### config.mk
export PLATFORM = sky130hd
export DESIGN_NAME = sdram_arbiter
export DESIGN_NICKNAME = d
export VERILOG_FILES = /design/src/rtl/sdram_arbiter_pkg.sv /design/src/rtl/sdram_arbiter_refresh_timer.sv /design/src/rtl/sdram_arbiter.sv
export SDC_FILE = /design/constraint.sdc
export NUM_CORES = 1
export LEC_CHECK = 0
export ABC_AREA = 1
export CAP_MARGIN = 20
export CORE_AREA = 2 2 110 112
export DETAILED_ROUTE_END_ITERATION = 8
export DIE_AREA = 0 0 112 114
export HOLD_SLACK_MARGIN = 0.15
export MAX_ROUTING_LAYER = met4
export PLACE_DENSITY = 0.65
export SETUP_SLACK_MARGIN = 0.15
export SYNTH_ARGS = -nofsm -noshare
export SYNTH_HDL_FRONTEND = slang
export SYNTH_HIERARCHICAL = 1
export SYNTH_SLANG_ARGS = --single-unit
### constraint.sdc
create_clock -name clk -period 2.4 [get_ports clk]
set_clock_uncertainty 0.1 [all_clocks]
set_input_delay 0.72 -clock clk [delete_from_list [all_inputs] [get_ports clk]]
set_output_delay 0.72 -clock clk [all_outputs]
set_load 0.05 [all_outputs]
### src/rtl/sdram_arbiter_pkg.sv
`default_nettype none
// +-----------------------------------------------------------------------+
// | sdram_arbiter_pkg : shared types and SDRC field widths for the arbiter |
// | rev 1.0                                                               |
// +-----------------------------------------------------------------------+
package sdram_arbiter_pkg;

  typedef enum logic [1:0] {
    ST_IDLE         = 2'd0,
    ST_GRANTED      = 2'd1,
    ST_REFRESH      = 2'd2,
    ST_REFRESH_WAIT = 2'd3
  } arb_state_e;

  localparam int SDRC_ADDR_W = 21;
  localparam int SDRC_DATA_W = 32;
  localparam int SDRC_DQM_W  = 4;
  localparam int SDRC_LEN_W  = 8;
  localparam int SDRC_CMD_W  = 3;

  localparam logic [SDRC_CMD_W-1:0] REFRESH_CMD = 3'b001;

endpackage
`default_nettype wire

### src/rtl/sdram_arbiter_refresh_timer.sv
`default_nettype none
// +-----------------------------------------------------------------------+
// | refresh_timer : auto-refresh interval counter with pending/overrun    |
// | rev 1.0                                                               |
// +-----------------------------------------------------------------------+
module refresh_timer
  import sdram_arbiter_pkg::*;
#(
  parameter int INTERVAL_CYCLES = 800
) (
  input  logic clk,
  input  logic rst_n,
  input  logic init_done_i,
  input  logic issued_i,
  output logic pending_o,
  output logic overrun_o
);

  localparam int CW = (INTERVAL_CYCLES > 2) ? $clog2(INTERVAL_CYCLES) : 1;
  localparam logic [CW-1:0] c_reload = CW'(INTERVAL_CYCLES - 1);

  logic [CW-1:0] cnt_q, cnt_d;
  logic          pending_q, pending_d;
  logic          overrun_q, overrun_d;
  logic          w_expire;

  always_comb begin
    w_expire = init_done_i && (cnt_q == '0);

    cnt_d = cnt_q;
    if (init_done_i) begin
      cnt_d = w_expire ? c_reload : (cnt_q - 1'b1);
    end

    // An expiry landing on the issue cycle re-arms pending instead of overrunning.
    pending_d = pending_q;
    if (issued_i) pending_d = 1'b0;
    if (w_expire) pending_d = 1'b1;

    overrun_d = overrun_q | (w_expire & pending_q & ~issued_i);
  end

  always_ff @(posedge clk or negedge rst_n) begin
    if (!rst_n) begin
      cnt_q     <= c_reload;
      pending_q <= 1'b0;
      overrun_q <= 1'b0;
    end else begin
      cnt_q     <= cnt_d;
      pending_q <= pending_d;
      overrun_q <= overrun_d;
    end
  end

  assign pending_o = pending_q;
  assign overrun_o = overrun_q;

endmodule
`default_nettype wire

### src/rtl/sdram_arbiter.sv
`default_nettype none
// +-----------------------------------------------------------------------+
// | sdram_arbiter : round-robin share of one SDRC command port + refresh  |
// | rev 1.0                                                               |
// +-----------------------------------------------------------------------+
module sdram_arbiter
  import sdram_arbiter_pkg::*;
#(
  parameter int                    NUM_PORTS               = 2,
  parameter int                    REFRESH_INTERVAL_CYCLES = 800,
  parameter logic [SDRC_CMD_W-1:0] REFRESH_CMD_CODE        = REFRESH_CMD
) (
  input  logic                              clk,
  input  logic                              rst_n,

  input  logic [NUM_PORTS-1:0]              req_i,
  output logic [NUM_PORTS-1:0]              grant_o,
  input  logic [NUM_PORTS-1:0]              p_cmd_en_i,
  input  logic [NUM_PORTS*SDRC_CMD_W-1:0]   p_cmd_i,
  input  logic [NUM_PORTS*SDRC_ADDR_W-1:0]  p_addr_i,
  input  logic [NUM_PORTS*SDRC_DQM_W-1:0]   p_dqm_i,
  input  logic [NUM_PORTS*SDRC_DATA_W-1:0]  p_data_i,
  input  logic [NUM_PORTS*SDRC_LEN_W-1:0]   p_data_len_i,
  output logic [NUM_PORTS-1:0]              p_cmd_ack_o,
  output logic [SDRC_DATA_W-1:0]            p_data_out_o,
  output logic                              refresh_overrun_o,

  output logic                              I_sdrc_cmd_en,
  output logic [SDRC_CMD_W-1:0]             I_sdrc_cmd,
  output logic [SDRC_ADDR_W-1:0]            I_sdrc_addr,
  output logic [SDRC_DQM_W-1:0]             I_sdrc_dqm,
  output logic [SDRC_DATA_W-1:0]            I_sdrc_data,
  output logic [SDRC_LEN_W-1:0]             I_sdrc_data_len,

  input  logic [SDRC_DATA_W-1:0]            O_sdrc_data,
  input  logic                              O_sdrc_init_done,
  input  logic                              O_sdrc_cmd_ack
);

  localparam int PW = (NUM_PORTS > 1) ? $clog2(NUM_PORTS) : 1;
  localparam logic [NUM_PORTS-1:0] c_one = NUM_PORTS'(1);

  arb_state_e           state_q;
  logic [NUM_PORTS-1:0] grant_q;
  logic [PW-1:0]        ptr_q;
  logic                 outstanding_q;
  logic                 w_outstanding_d;

  logic                 w_pick_any;
  logic [PW-1:0]        w_pick_idx;
  logic                 w_fwd_en;
  logic                 w_release;
  logic                 w_ref_pending;
  logic                 w_ref_issued;

  logic [SDRC_CMD_W-1:0]  w_cmd  [NUM_PORTS];
  logic [SDRC_ADDR_W-1:0] w_addr [NUM_PORTS];
  logic [SDRC_DQM_W-1:0]  w_dqm  [NUM_PORTS];
  logic [SDRC_DATA_W-1:0] w_data [NUM_PORTS];
  logic [SDRC_LEN_W-1:0]  w_len  [NUM_PORTS];

  for (genvar gi = 0; gi < NUM_PORTS; gi++) begin : g_unpack
    assign w_cmd[gi]  = p_cmd_i[gi*SDRC_CMD_W +: SDRC_CMD_W];
    assign w_addr[gi] = p_addr_i[gi*SDRC_ADDR_W +: SDRC_ADDR_W];
    assign w_dqm[gi]  = p_dqm_i[gi*SDRC_DQM_W +: SDRC_DQM_W];
    assign w_data[gi] = p_data_i[gi*SDRC_DATA_W +: SDRC_DATA_W];
    assign w_len[gi]  = p_data_len_i[gi*SDRC_LEN_W +: SDRC_LEN_W];
  end

  refresh_timer #(
    .INTERVAL_CYCLES (REFRESH_INTERVAL_CYCLES)
  ) u_refresh_timer (
    .clk         (clk),
    .rst_n       (rst_n),
    .init_done_i (O_sdrc_init_done),
    .issued_i    (w_ref_issued),
    .pending_o   (w_ref_pending),
    .overrun_o   (refresh_overrun_o)
  );

  // Scan starts one past the last winner so every requester gets a turn.
  always_comb begin
    int            c;
    logic [PW-1:0] cand;
    c          = 0;
    cand       = '0;
    w_pick_any = 1'b0;
    w_pick_idx = ptr_q;
    for (int k = 1; k <= NUM_PORTS; k++) begin
      c = int'(ptr_q) + k;
      if (c >= NUM_PORTS) c = c - NUM_PORTS;
      cand = PW'(c);
      if (!w_pick_any && req_i[cand]) begin
        w_pick_any = 1'b1;
        w_pick_idx = cand;
      end
    end
  end

  assign w_ref_issued    = (state_q == ST_REFRESH);
  assign w_fwd_en        = (state_q == ST_GRANTED) && p_cmd_en_i[ptr_q];
  assign w_outstanding_d = (outstanding_q & ~O_sdrc_cmd_ack) | w_fwd_en;
  assign w_release       = ~req_i[ptr_q] & ~w_outstanding_d;

  always_ff @(posedge clk or negedge rst_n) begin
    if (!rst_n) begin
      state_q       <= ST_IDLE;
      grant_q       <= '0;
      ptr_q         <= PW'(NUM_PORTS - 1);
      outstanding_q <= 1'b0;
    end else begin
      case (state_q)
        ST_IDLE: begin
          outstanding_q <= 1'b0;
          if (O_sdrc_init_done) begin
            if (w_ref_pending) begin
              state_q <= ST_REFRESH;
            end else if (w_pick_any) begin
              state_q <= ST_GRANTED;
              grant_q <= c_one << w_pick_idx;
              ptr_q   <= w_pick_idx;
            end
          end
        end
        ST_GRANTED: begin
          outstanding_q <= w_outstanding_d;
          if (w_release) begin
            state_q       <= ST_IDLE;
            grant_q       <= '0;
            outstanding_q <= 1'b0;
          end
        end
        ST_REFRESH: begin
          state_q <= ST_REFRESH_WAIT;
        end
        ST_REFRESH_WAIT: begin
          if (O_sdrc_cmd_ack) state_q <= ST_IDLE;
        end
        default: begin
          state_q <= ST_IDLE;
          grant_q <= '0;
        end
      endcase
    end
  end

  always_comb begin
    I_sdrc_cmd_en   = 1'b0;
    I_sdrc_cmd      = '0;
    I_sdrc_addr     = '0;
    I_sdrc_dqm      = '0;
    I_sdrc_data     = '0;
    I_sdrc_data_len = '0;
    case (state_q)
      ST_GRANTED: begin
        I_sdrc_cmd_en   = p_cmd_en_i[ptr_q];
        I_sdrc_cmd      = w_cmd[ptr_q];
        I_sdrc_addr     = w_addr[ptr_q];
        I_sdrc_dqm      = w_dqm[ptr_q];
        I_sdrc_data     = w_data[ptr_q];
        I_sdrc_data_len = w_len[ptr_q];
      end
      ST_REFRESH: begin
        I_sdrc_cmd_en = 1'b1;
        I_sdrc_cmd    = REFRESH_CMD_CODE;
      end
      default: ;
    endcase
  end

  // Refresh acks arrive in REFRESH_WAIT and are deliberately not routed.
  assign p_cmd_ack_o  = ((state_q == ST_GRANTED) && O_sdrc_cmd_ack) ? grant_q : '0;
  assign grant_o      = grant_q;
  assign p_data_out_o = O_sdrc_data;

endmodule
`default_nettype wire

==> flow_metrics.tcl <==
set metrics [dict create \
    fill_cells 1018 \
    synth_area_leaders "nor2_1 (23%), o21ai_0 (13%), buf_4 (10%), dfrtp_1 (9.9%), dfstp_2 (8.3%)" \
    drc_errors 0 \
    antenna_found_initial 1 \
    hold_viol_final 0 \
    drtIter0Drc 141 \
    grt.total_usage_pct 18.5 \
    dominantRegCellSynth "dfrtp_1" \
    synthCells 434 \
    min_period_ns 2.46 \
    crit_type "in2out" \
    port_buffers 217 \
    worstSkewPairLatency_ns 0.25 \
    path_cells "clkdlybuf4s50_1 -> o21ai_0 -> buf_4 -> nor2_4 -> buf_6" \
    synth_top_area_share_pct 23.1 \
    synth_cell_type_count 32 \
    final_area_sq_um 6610 \
    ys_ff_latch 18 \
    cts_tree "built" \
    grt_pass1_wl_mm 18.8 \
    place_area_sq_um 5420 \
    ant_nets 0 \
    hold_buffers 0 \
    ir_worst_vdd_v 0.00138 \
    crit_fanout 1 \
    synthArstFlopShare_pct 100 \
    hold_ws_ns 0.378 \
    die_w_um 112 \
    die_area_sq_um 12800 \
    cts_max_level 1 \
    setup_violations 58 \
    slew_violations 0 \
    slew_headroom_pct 65.9 \
    wire_per_inst_um 15.3 \
    clk_pin_slew_worst_paths_ns 0.05 \
    tightest_slew_ns 0.511 \
    cts.path.max_buffers 2 \
    outcome "finished with violations" \
    cts_root_buf "clkbuf_16" \
    avgSynthCellArea_sq_um 5.81 \
    crit_arrival_ns 1.64 \
    synth_edf_count 0 \
    setup_ws_ns -0.0626 \
    synth_warnings 6 \
    cellPowerDensity_nw_per_um2 1580 \
    first_global_vias 3718 \
    violations "setup timing" \
    core_sq_um 11700 \
    yosysTopAreaCell "nor2_1" \
    syn-cell-area_sq_um 2520 \
    cp_top_family "buffers and inverters" \
    die_h_um 114 \
    grt_max_degree 36 \
    start_kind "input port" \
    syn-num-nets 616 \
    totalWireLength_mm 12.8 \
    initial_core_util_pct 21.5 \
    place.gp.congestion 0.865 \
    area_delta_synth_final_pct 162 \
    hold_class "reg2reg" \
    crit_slowest_cell "clkdlybuf4s50_1" \
    num_io_pins 282 \
    end_kind "output port" \
    crit_buf_inv 3 \
    clock-sinks 18 \
    crit_required_ns 1.58 \
    first_pass_iters 4 \
    std_cell_rows 40 \
    seq_area_frac_synth_pct 18.3 \
    nets 872 \
    overflow 0 \
    max_freq_ghz 0.406 \
    maxCapViolations 0 \
    rsz0062_at_grt "true" \
    fin_crit_sh_pct 103 \
    vias_per_cell 4.47 \
    drive_gt1_share_pct 49.1 \
    power_leakage_nw 2.91 \
    dp_hpwl_mm 8.83 \
    cpPeakStageDelay_ns 0.46 \
    vias 3743 \
    cts-buffers-inserted 3 \
]
## path summary, 6_finish.rpt
| check | cells after the start | from | slack, ns | endpoint |
|---|---|---|---|---|
| max | 5 | p_data_i[26] | -0.06 | I_sdrc_data[26] |
| min | 1 | u_refresh_timer/overrun_o | 0.38 | u_refresh_timer/overrun_o |
| max reg2reg | 11 | ptr_q | 0.53 | grant_o[1] |
| min reg2reg | 1 | u_refresh_timer/overrun_o | 0.38 | u_refresh_timer/overrun_o |
| max in group asynchronous | 2 | rst_n | 1.23 | u_refresh_timer/cnt_q[0] |
| min in group asynchronous | 2 | rst_n | 0.71 | grant_o[0] |
## metrics by stage
stage	utilization [%]	TNS, ns	power, mW	worst slack, ns	instances
2_1_floorplan	-	0	5.36	0.118	434
5_1_grt	56.4	-6.28	10.9	-0.150	837
3_3_place_gp	46.3	-3.91	7.63	-0.391	808
3_5_place_dp	46.3	-4.44	7.73	-0.358	808
4_1_cts	52.7	-2.24	9.67	-0.0690	828
6_report	56.4	-1.68	10.4	-0.0626	837
## flip-flops by register name, indices dropped and copies added (netlist names)
register,cells
u_refresh_timer/pending_o,1
u_refresh_timer/overrun_o,1
outstanding_q,1
u_refresh_timer/cnt_q,10
grant_o,2
ptr_q,1
state_q,2
## timing repair
item / 4_1_cts / 5_1_grt
gates cloned: 6 / 5
resized for setup: 180 / 95
endpoints found under the setup margin: 71 / 72
buffers inserted: 10 / 3
pin swaps: 30 / 21
## routing by layer
metal  track usage, %  vias up  routed length [um]
met1             21.6     1736                4990
met4             3.90        0                 220
met5                -        -                   0
met3             3.93       16                 721
li1                 -     1854                   -
met2             32.9      137                6900
## placed cells by master, fill, tap and decap left out, drive strengths merged
| cell type | Yosys | final |
|---|---|---|
| a21oi | 4 | 4 |
| a31o | 1 | 1 |
| and3 | 2 | 2 |
| buf | 44 | 158 |
| clkbuf | 12 | 9 |
| clkdlybuf4s50 | 0 | 106 |
| dfrtp | 10 | 10 |
| dfstp | 8 | 8 |
| diode | 0 | 1 |
| dlygate4sd2 | 0 | 33 |
| dlymetal6s2s | 0 | 5 |
| ha | 6 | 6 |
| inv | 33 | 33 |
| nand2 | 56 | 56 |
| nand3 | 15 | 15 |
| nand3b | 2 | 2 |
| nand4 | 1 | 1 |
| nor2 | 161 | 161 |
| nor3 | 1 | 1 |
| nor3b | 1 | 1 |
| nor4 | 1 | 1 |
| o21ai | 75 | 75 |
| o21bai | 1 | 1 |
## cell usage after synthesis (all sizes together) (2+ instances only)
| cell type | count |
|---|---|
| nor2 | 161 |
| o21ai | 75 |
| nand2 | 56 |
| buf | 44 |
| inv | 33 |
| nand3 | 15 |
| clkbuf | 12 |
| dfrtp | 10 |
| dfstp | 8 |
| ha | 6 |
| a21oi | 4 |
| and3 | 2 |
| nand3b | 2 |
## worst register-to-register path: stages, from the launching register on
cell	delay [ns]
dfstp_2	0.56
buf_12	0.15
clkbuf_16	0.18
nand2_1	0.09
nand3_4	0.11
buf_4	0.11
buf_4	0.10
nand2_2	0.06
nor2_4	0.12
nand2_2	0.07
nand2_1	0.05
nand2_1	0.05
## cells by family after synthesis
kind of cell / Yosys count / share of synthesized area (%)
buffers and inverters: 89 / 20.5
DFF: 18 / 18.3
and+or+nand+nor: 240 / 41.5
adders and majority gates: 6 / 2.98
AOI/OAI and AO/OA: 81 / 16.8
## report_power, final
| part | switching [mW] | internal [mW] | total [mW] |
|---|---|---|---|
| sequential | 0.126 | 0.475 | 0.601 |
| combinational | 5.27 | 4.17 | 9.44 |
| clock | 0.115 | 0.254 | 0.369 |
| total | 5.51 | 4.89 | 10.4 |
## area by class of cell
type | instances | area, sq um | area share (%)
diodes | 1 | 2.50 | 0.0379
flip-flops and latches | 18 | 462 | 6.99
inverters | 33 | 136 | 2.06
multi-input cells | 327 | 2300 | 34.8
clock buffers | 4 | 88.8 | 1.34
repair buffers | 307 | 3440 | 52.0
well taps | 147 | 184 | 2.78
(Power assumes the default switching activity.)
